--- config.mk ---
export PLATFORM = sky130hd
export DESIGN_NAME = led_bar_sequencer
export DESIGN_NICKNAME = d
export VERILOG_FILES = /design/src/rtl/led_bar_sequencer.sv
export SDC_FILE = /design/constraint.sdc
export NUM_CORES = 1
export LEC_CHECK = 0
export CAP_MARGIN = 20
export CELL_PAD_IN_SITES_DETAIL_PLACEMENT = 1
export CELL_PAD_IN_SITES_GLOBAL_PLACEMENT = 1
export CORE_ASPECT_RATIO = 0.75
export CORE_MARGIN = 8
export CORE_UTILIZATION = 43
export CTS_CLUSTER_DIAMETER = 40
export DETAILED_ROUTE_END_ITERATION = 12
export PLACE_DENSITY_LB_ADDON = 0.1
export SYNTH_ARGS = -nofsm -noshare
export SYNTH_HDL_FRONTEND = slang
export SYNTH_SLANG_ARGS = --single-unit
--- constraint.sdc ---
create_clock -name pll0_100MHz -period 2.86 [get_ports pll0_100MHz]
set_input_delay 0.858 -clock pll0_100MHz [delete_from_list [all_inputs] [get_ports pll0_100MHz]]
set_output_delay 0.858 -clock pll0_100MHz [all_outputs]
set_load 0.02 [all_outputs]
--- src/rtl/led_bar_sequencer.sv ---
// LED bar source sequencer: picks CPU data-out, CPU data-in or port FF for the
// SBC LED bar. Sources are chosen by the switches, rotated automatically, or
// held on port FF for a fixed time after each CPU write to that port.
module led_bar_sequencer #(
    parameter int DWELL_CYCLES = 50_000_000,
    parameter int HOLD_CYCLES  = 25_000_000
) (
    input  logic       pll0_100MHz,
    input  logic       n_reset,
    input  logic [7:0] cpuDO,
    input  logic [7:0] cpuDI,
    input  logic [7:0] portFFDO,
    input  logic [1:0] sw,
    input  logic       auto_en,
    input  logic       portFF_wr,
    output logic [7:0] LEDoutData,
    output logic [1:0] src_sel,
    output logic       hold_active
);

    localparam int DW = (DWELL_CYCLES > 1) ? $clog2(DWELL_CYCLES) : 1;
    localparam int HW = (HOLD_CYCLES > 0) ? $clog2(HOLD_CYCLES + 1) : 1;
    localparam logic [DW-1:0] DWELL_LAST = DW'(DWELL_CYCLES - 1);
    localparam logic [HW-1:0] HOLD_LAST  = HW'(HOLD_CYCLES - 1);

    typedef enum logic [1:0] {
        MANUAL = 2'd0,
        AUTO   = 2'd1,
        HOLD   = 2'd2
    } state_e;

    state_e        state_q;
    logic [1:0]    src_q;
    logic [1:0]    resume_q;
    logic [DW-1:0] dwell_q;
    logic [HW-1:0] hold_q;
    logic          hold_act_q;
    logic [7:0]    led_q;
    logic [7:0]    bus_sel;

    // Switch 5 wins over switch 4: any 1x pattern picks port FF.
    function automatic logic [1:0] decode_sw(input logic [1:0] s);
        return s[1] ? 2'd2 : {1'b0, s[0]};
    endfunction

    // Round-robin order 0 -> 1 -> 2 -> 0.
    function automatic logic [1:0] next_src(input logic [1:0] s);
        return (s == 2'd2) ? 2'd0 : s + 2'd1;
    endfunction

    // Mode FSM; a port FF write outranks every other event on the same edge.
    always_ff @(posedge pll0_100MHz or negedge n_reset) begin
        if (!n_reset) begin
            state_q    <= MANUAL;
            src_q      <= 2'd0;
            resume_q   <= 2'd0;
            dwell_q    <= '0;
            hold_q     <= '0;
            hold_act_q <= 1'b0;
        end else if (portFF_wr) begin
            // A retrigger keeps the source saved on first entry.
            if (state_q != HOLD) resume_q <= src_q;
            state_q    <= HOLD;
            src_q      <= 2'd2;
            hold_q     <= HOLD_LAST;
            hold_act_q <= 1'b1;
        end else begin
            case (state_q)
                MANUAL: begin
                    if (auto_en) begin
                        state_q <= AUTO;
                        src_q   <= 2'd0;
                        dwell_q <= '0;
                    end else begin
                        src_q <= decode_sw(sw);
                    end
                end
                AUTO: begin
                    if (!auto_en) begin
                        state_q <= MANUAL;
                        src_q   <= decode_sw(sw);
                    end else if (dwell_q == DWELL_LAST) begin
                        dwell_q <= '0;
                        src_q   <= next_src(src_q);
                    end else begin
                        dwell_q <= dwell_q + 1'b1;
                    end
                end
                HOLD: begin
                    if (hold_q == '0) begin
                        hold_act_q <= 1'b0;
                        if (auto_en) begin
                            state_q <= AUTO;
                            src_q   <= resume_q;
                            dwell_q <= '0;
                        end else begin
                            state_q <= MANUAL;
                            src_q   <= decode_sw(sw);
                        end
                    end else begin
                        hold_q <= hold_q - 1'b1;
                    end
                end
                default: state_q <= MANUAL;
            endcase
        end
    end

    // Source mux feeding the LED register.
    always_comb begin
        bus_sel = portFFDO;
        case (src_q)
            2'd0:    bus_sel = cpuDO;
            2'd1:    bus_sel = cpuDI;
            default: bus_sel = portFFDO;
        endcase
    end

    // LEDs are active-low; all off in reset.
    always_ff @(posedge pll0_100MHz or negedge n_reset) begin
        if (!n_reset) led_q <= 8'hFF;
        else          led_q <= ~bus_sel;
    end

    assign LEDoutData  = led_q;
    assign src_sel     = src_q;
    assign hold_active = hold_act_q;

endmodule
==> run_results.csv, run 1 <==
group,metric,value,unit
detailed_routing,wire_per_inst,19.7,um
floorplanning,start_util,44.5,%
synth,netlist_instances,415,
power,p_seq_share,36.0,%
synth,synth.net_count,451,
timing,fmax,384,MHz
hold_path,hp-class,"flip-flop to flip-flop",
timing,fin_crit_sh,91.1,%
clock_tree,cts_tree,"built",
clock_tree,cts-hold-fix-buffers,0,
global_route,grt_pass1_vias,3662,
timing,maxSlewViolCount,0,
power,combPwrFrac,31.2,%
detailed_routing,wirelength,11300,um
placed_design,place_hpwl,7930,um
layout,diodes,0,
power,p_leak,1.67,nW
power,switchingPower,0.00116,W
setup_path,cp_slowest_stage_delay,0.56,ns
floorplanning,num_io_pins,41,
timing,fin_crit,2.60,ns
synth,synth_top_cells_by_area,"dfrtp_1 (38%), dfstp_2 (5.6%), a211oi_1 (4.8%)",
global_route,grt_use_total,19.3,%
timing,max_slew_margin,39.5,%
placed_design,dpl_worst_slack,0.237,ns
synth,async_flop_share,100,%
clock_tree,cts_root_buf,"clkbuf_16",
setup_path,worst_ep_required_time,3.07,ns
layout,area_growth,24.0,%
clock_tree,clk_pin_slew,0.05,ns
timing,finalHoldViolCount,0,
floorplanning,fp.dieW,124,um
clock_tree,cts.repair.resized,0,
detailed_routing,viasPerCell,5.95,
timing,rsz0062_at_grt,"no",
floorplanning,die_y,97.2,um
synth,postSynthAreaPerCell,9.11,sq um
floorplanning,rows,29,
timing,layout_setup_ws,0.255,ns
global_route,grt_pass1_wl,19300,um
placed_design,numPortBuffers,40,
power,p_int,0.00229,W
synth,yosysUniqueCellTypes,55,
layout,final_common_cell,"dfrtp_1",
synth,yosysSeqAreaShare,43.9,%
timing,finalSetupTns,0,ns
clock_tree,htree_levels,3,
clock_tree,insertion_delay,0.33,ns
synth,synth_area,3780,sq um
power,swShare,33.7,%
setup_path,worst_path_max_delay_cell,"or4b_1",
timing,setup_viol,0,
global_route,grt_max_degree,67,
floorplanning,fp.coreArea,8490,sq um
clock_tree,post_cts_buffers,0,
detailed_routing,vias,3416,
power,peakVddDrop,0.401,mV
detailed_routing,drc_errors,0,
power,clockPowerShare,32.9,%
power,p_per_area,736,nW/um^2
synth,synth_ff_type,"dfrtp_1",
synth,ys_warn_count,0,
run_status,status,"finished clean",
synth,ys_ff_latch,66,
synth,synth_edf_count,0,
clock_tree,clk_path_buf_depth,2,
floorplanning,dieArea,12100,sq um
layout,nets,497,
run,maxCapViolCount,0,
synth,synth_top_area_share,38.4,%
detailed_routing,first_pass_iters,4,
synth,synth_area_leader_cell,"dfrtp_1",
setup_path,cp.arrival,2.81,ns
setup_path,cp-end-kind,"flip-flop",
placed_design,gp_congestion,0.816,
setup_path,worst-setup-path-type,"flip-flop to flip-flop",
timing,clock-skew-final,0.00910,ns
setup_path,cp_cell_sequence,"or4b_1, nor4_1, a21oi_1, a211o_1, a221o_1",
layout,layout_common_cells,"dfrtp_1 (58), clkdlybuf4s50_1 (39), nor2_1 (37)",
detailed_routing,antenna_left,0,
layout,drive_gt1_share,11.4,%
detailed_routing,first_iter_violations,245,
layout,fillers,990,
setup_path,crit_fanout,7,
timing,tightestPinTransition,0.902,ns
clock_tree,cts_buffers,9,
global_route,gr-total-overflow,0,
clock_tree,clock-sinks,66,
setup_path,critical_path.startpoint_type,"flip-flop",
global_route,antenna_found_initial,0,
metal layers:
metal | wire, um | vias to the layer above | track usage, % | share of wire [%]
li1 | - | 1626 | - | -
met1 | 5480 | 1690 | 26.7 | 48
met2 | 4990 | 96 | 28.2 | 44
met3 | 797 | 4 | 5.83 | 7.0
met4 | 53 | 0 | 5.26 | 0.47
met5 | 0 | - | 0 | 0
logic make-up after synthesis:
kind of cell    count (synthesis)  synth area share (%)
buf+inv                        48                  4.86
fa+ha+maj                       6                  1.99
flops                          66                  43.9
simple gates                  164                  23.1
xor+xnor                       21                  4.86
mux                            13                  3.51
compound gates                 97                  17.8
synth_stat cells (2+ instances only):
| library cell | instances |
|---|---|
| buf_1 | 3 |
| and3_1 | 3 |
| nor3_1 | 8 |
| mux2i_1 | 11 |
| mux2_2 | 2 |
| a2111oi_0 | 3 |
| nand2b_1 | 5 |
| xor2_1 | 9 |
| buf_2 | 3 |
| dfrtp_1 | 58 |
| nand3_1 | 22 |
| a21o_1 | 3 |
| a211o_1 | 2 |
| nand4b_1 | 5 |
| nor2_1 | 37 |
| o21ai_0 | 11 |
| a211oi_1 | 24 |
| inv_1 | 24 |
| nor4_1 | 7 |
| or2_2 | 2 |
| or4b_1 | 3 |
| o22ai_1 | 14 |
| nand4_1 | 14 |
| o211ai_1 | 3 |
| o31ai_1 | 7 |
| nand2_1 | 36 |
| a21oi_1 | 12 |
| xnor2_1 | 12 |
| clkbuf_1 | 18 |
| dfstp_2 | 8 |
| or3_1 | 2 |
| ha_1 | 6 |
| or4_1 | 9 |
| a31oi_1 | 6 |
| a41oi_1 | 2 |
| and4_1 | 2 |
path summary, 6_finish.rpt:
check	start	end	slack, ns	depth (start not counted)
worst min-delay path	hold_active$_DFFE_PN0P_	hold_active$_DFFE_PN0P_	0.48	2
worst max register to register	dwell_q[16]$_DFFE_PN0P_	src_sel[1]$_DFFE_PN0P_	0.26	5
min in group asynchronous	n_reset	state_q[0]$_DFFE_PN0P_	0.55	2
max in group asynchronous	n_reset	LEDoutData[2]$_DFF_PN1_	2.00	2
worst max-delay path	dwell_q[16]$_DFFE_PN0P_	src_sel[1]$_DFFE_PN0P_	0.26	5
worst min register to register	hold_active$_DFFE_PN0P_	hold_active$_DFFE_PN0P_	0.48	2
critical path, delay by kind of cell, from the launching register on:
| kind | cells | cell delay, ns |
|---|---|---|
| AND/OR/NAND/NOR | 2 | 1.11 |
| AO/OA/AOI/OAI | 3 | 0.91 |
| flip-flops | 1 | 0.46 |
power groups by stage:
stage	sequential, W	clock, W	combinational (W)
3_5_place_dp	0.00124	0	0.00107
5_1_grt	0.00126	0.00119	0.00119
6_report	0.00124	0.00113	0.00107
3_3_place_gp	0.00124	0	0.00105
4_1_cts	0.00124	0.00116	0.00108
2_1_floorplan	0.00129	0	0.000582
stage by stage:
step / total power [W] / cells / hold WS [ns] / utilization [%] / instance area [sq um]
finish: 0.00345 / 574 / 0.482 / 55.2 / 4690
global route: 0.00364 / 574 / 0.511 / 55.2 / 4690
CTS: 0.00348 / 574 / 0.487 / 55.2 / 4690
detailed placement: 0.00232 / 558 / 0.471 / 51.6 / 4380
global placement: 0.00228 / 558 / 0.462 / 51.6 / 4380
floorplan: 0.00187 / 415 / 0.445 / - / 3780
flip-flops by register name, indices dropped and copies added, names as in the netlist:
| register | count |
|---|---|
| hold_q | 25 |
| state_q | 2 |
| src_sel | 2 |
| LEDoutData | 8 |
| dwell_q | 26 |
| hold_active | 1 |
| resume_q | 2 |
layout make-up:
| type | count | area [sq um] | area share, % |
|---|---|---|---|
| Tap cell | 108 | 135 | 2.88 |
| Multi-Input combinational cell | 301 | 1940 | 41.4 |
| Clock buffer | 14 | 274 | 5.85 |
| Clock inverter | 2 | 35.0 | 0.747 |
| Timing Repair Buffer | 59 | 551 | 11.7 |
| Inverter | 24 | 90.1 | 1.92 |
| Sequential cell | 66 | 1660 | 35.5 |
(Power assumes the default switching activity.)
==> run 2, diff against run 1 <==
==> constraint.sdc (replaced) <==
create_clock -name pll0_100MHz -period 2.8 [get_ports pll0_100MHz]
set_input_delay 0.84 -clock pll0_100MHz [delete_from_list [all_inputs] [get_ports pll0_100MHz]]
set_output_delay 0.84 -clock pll0_100MHz [all_outputs]
set_load 0.02 [all_outputs]
==> run 2 against run 1 <==
Global-route usage grew 0.92 points. Sequential power is essentially flat. Power shrank 0.20%. Via count grew 2.4%. Cell area is the same. Setup slack gained 0.031 ns. Clock skew shrank 0.0049 ns. Utilization is the same. Wire length grew 4.0%. Non-clock buffer count grew 5. Largest cell class unchanged. Largest power group unchanged.
==> run_results.csv, run 2 (synthesis gave the netlist of run 1 again) <==
group,metric,value,unit
floorplanning,dieArea,12100,sq um
hold_path,hp-class,"flip-flop to flip-flop",
timing,rsz0062_at_grt,"no",
placed_design,dpl_worst_slack,0.226,ns
clock_tree,cts_buffers,9,
placed_design,numPortBuffers,40,
setup_path,worst_ep_required_time,3.02,ns
clock_tree,cts_tree,"built",
setup_path,worst_path_max_delay_cell,"or4b_1",
clock_tree,post_cts_buffers,0,
floorplanning,fp.dieW,124,um
timing,max_slew_margin,45.5,%
layout,drive_gt1_share,11.7,%
timing,finalSetupTns,0,ns
setup_path,cp.arrival,2.74,ns
timing,finalHoldViolCount,0,
floorplanning,start_util,44.5,%
setup_path,cp-end-kind,"flip-flop",
setup_path,worstReg2RegEnd,"dwell_q[6]$_DFFE_PN0P_",
global_route,grt_max_degree,67,
placed_design,gp_congestion,0.841,
global_route,grt_use_total,20.2,%
setup_path,worst-setup-path-type,"flip-flop to flip-flop",
clock_tree,insertion_delay,0.34,ns
global_route,antenna_found_initial,0,
setup_path,reg2reg_depth,7,
run_status,status,"finished clean",
detailed_routing,wire_per_inst,20.3,um
clock_tree,cts-hold-fix-buffers,0,
layout,largest_register_ffs,26,
layout,final_util,55.2,%
hold_path,holdPathStages,1,
clock_tree,cts.repair.resized,0,
clock_tree,htree_levels,3,
clock_tree,cts_root_buf,"clkbuf_16",
layout,area_growth,24.0,%
timing,setup_viol,0,
layout,diodes,0,
power,p_leak,1.67,nW
setup_path,path_buf_inv,1,
global_route,gr-total-overflow,0,
setup_path,crit_fanout,6,
hold_path,holdCritStartpoint,"dwell_q[25]$_DFFE_PN0P_",
layout,final_common_cell,"dfrtp_1",
setup_path,timing.rr.start,"hold_q[0]$_DFFE_PN0P_",
timing,maxSlewViolCount,0,
timing,layout_setup_ws,0.286,ns
global_route,grt_pass1_vias,3799,
floorplanning,fp.coreArea,8490,sq um
layout,largest_register,"dwell_q",
layout,layout_common_cells,"dfrtp_1 (58), clkdlybuf4s50_1 (39), nor2_1 (37)",
global_route,grt_pass1_wl,20200,um
timing,hold_slack,0.492,ns
clock_tree,clk_pin_slew,0.05,ns
layout,nets,502,
floorplanning,die_y,97.2,um
detailed_routing,antenna_left,0,
timing,clock-skew-final,0.00423,ns
floorplanning,num_io_pins,41,
detailed_routing,first_pass_iters,5,
setup_path,r2r_slack,0.29,ns
detailed_routing,drc_errors,0,
setup_path,crit_family,"simple AND/OR/NAND/NOR gates",
power,peakVddDrop,0.455,mV
timing,fin_crit_sh,89.8,%
detailed_routing,wirelength,11800,um
placed_design,place_hpwl,8170,um
detailed_routing,viasPerCell,6.04,
hold_path,min_to,"dwell_q[25]$_DFFE_PN0P_",
clock_tree,clock-sinks,66,
timing,fin_crit,2.51,ns
floorplanning,rows,29,
timing,fmax,398,MHz
power,p_per_area,734,nW/um^2
setup_path,cp_slowest_stage_delay,0.55,ns
timing,tightestPinTransition,0.812,ns
setup_path,critical_path.startpoint_type,"flip-flop",
setup_path,cp_cell_sequence,"inv_1, ha_1, or4b_1, nor4_2, a21oi_2, or2_0, o41ai_1",
detailed_routing,first_iter_violations,247,
run,maxCapViolCount,0,
detailed_routing,vias,3499,
clock_tree,clk_path_buf_depth,2,
## run 2: per-layer routing
metal | global-route usage [%] | part of all wire, %
met4 | 5.26 | 0.84
met5 | 0 | 0
met1 | 28.1 | 49
met3 | 6.32 | 7.0
met2 | 29.4 | 43
## run 2: per-stage QoR
stage                     instances  total power (W)  area [sq um]
after global routing            579          0.00362          4690
after detailed placement        563          0.00237          4420
final                           579          0.00344          4690
after floorplan                 415          0.00191          3780
after global placement          563          0.00233          4420
after CTS                       579          0.00346          4690
## run 2: final cells by class
cell class | count | area [sq um]
flip-flops and latches | 66 | 1660
clock buffers | 16 | 272
repair buffers | 64 | 588
fillers | 979 | 3800
inverters | 24 | 90.1
well taps | 108 | 135
multi-input cells | 301 | 1940
## run 2: worst max path at each step
stage / startpoint / to / cells after the start
after global routing: hold_q[0]$_DFFE_PN0P_ / dwell_q[6]$_DFFE_PN0P_ / 7
after detailed placement: portFF_wr / dwell_q[6]$_DFFE_PN0P_ / 5
after CTS: hold_q[0]$_DFFE_PN0P_ / dwell_q[6]$_DFFE_PN0P_ / 7
after floorplan: hold_q[4]$_DFFE_PN0P_ / src_sel[1]$_DFFE_PN0P_ / 6
final: hold_q[0]$_DFFE_PN0P_ / dwell_q[6]$_DFFE_PN0P_ / 7
after global placement: portFF_wr / dwell_q[6]$_DFFE_PN0P_ / 5
## run 2: report_power, final
group	internal (W)	switching [W]	total [W]
Sequential	0.00115	0.000114	0.00126
Clock	0.000650	0.000412	0.00106
Combinational	0.000435	0.000683	0.00112
Total	0.00223	0.00121	0.00344
==> run 3, diff against run 2 <==
--- a/config.mk
+++ b/config.mk
@@ -13,6 +13,7 @@
 export CORE_UTILIZATION = 43
 export CTS_CLUSTER_DIAMETER = 40
 export DETAILED_ROUTE_END_ITERATION = 12
+export HOLD_SLACK_MARGIN = 0.02
 export PLACE_DENSITY_LB_ADDON = 0.1
 export SYNTH_ARGS = -nofsm -noshare
 export SYNTH_HDL_FRONTEND = slang
==> results of run 3 <==
Final layout, timing and power as in run 2 (identical DEF).
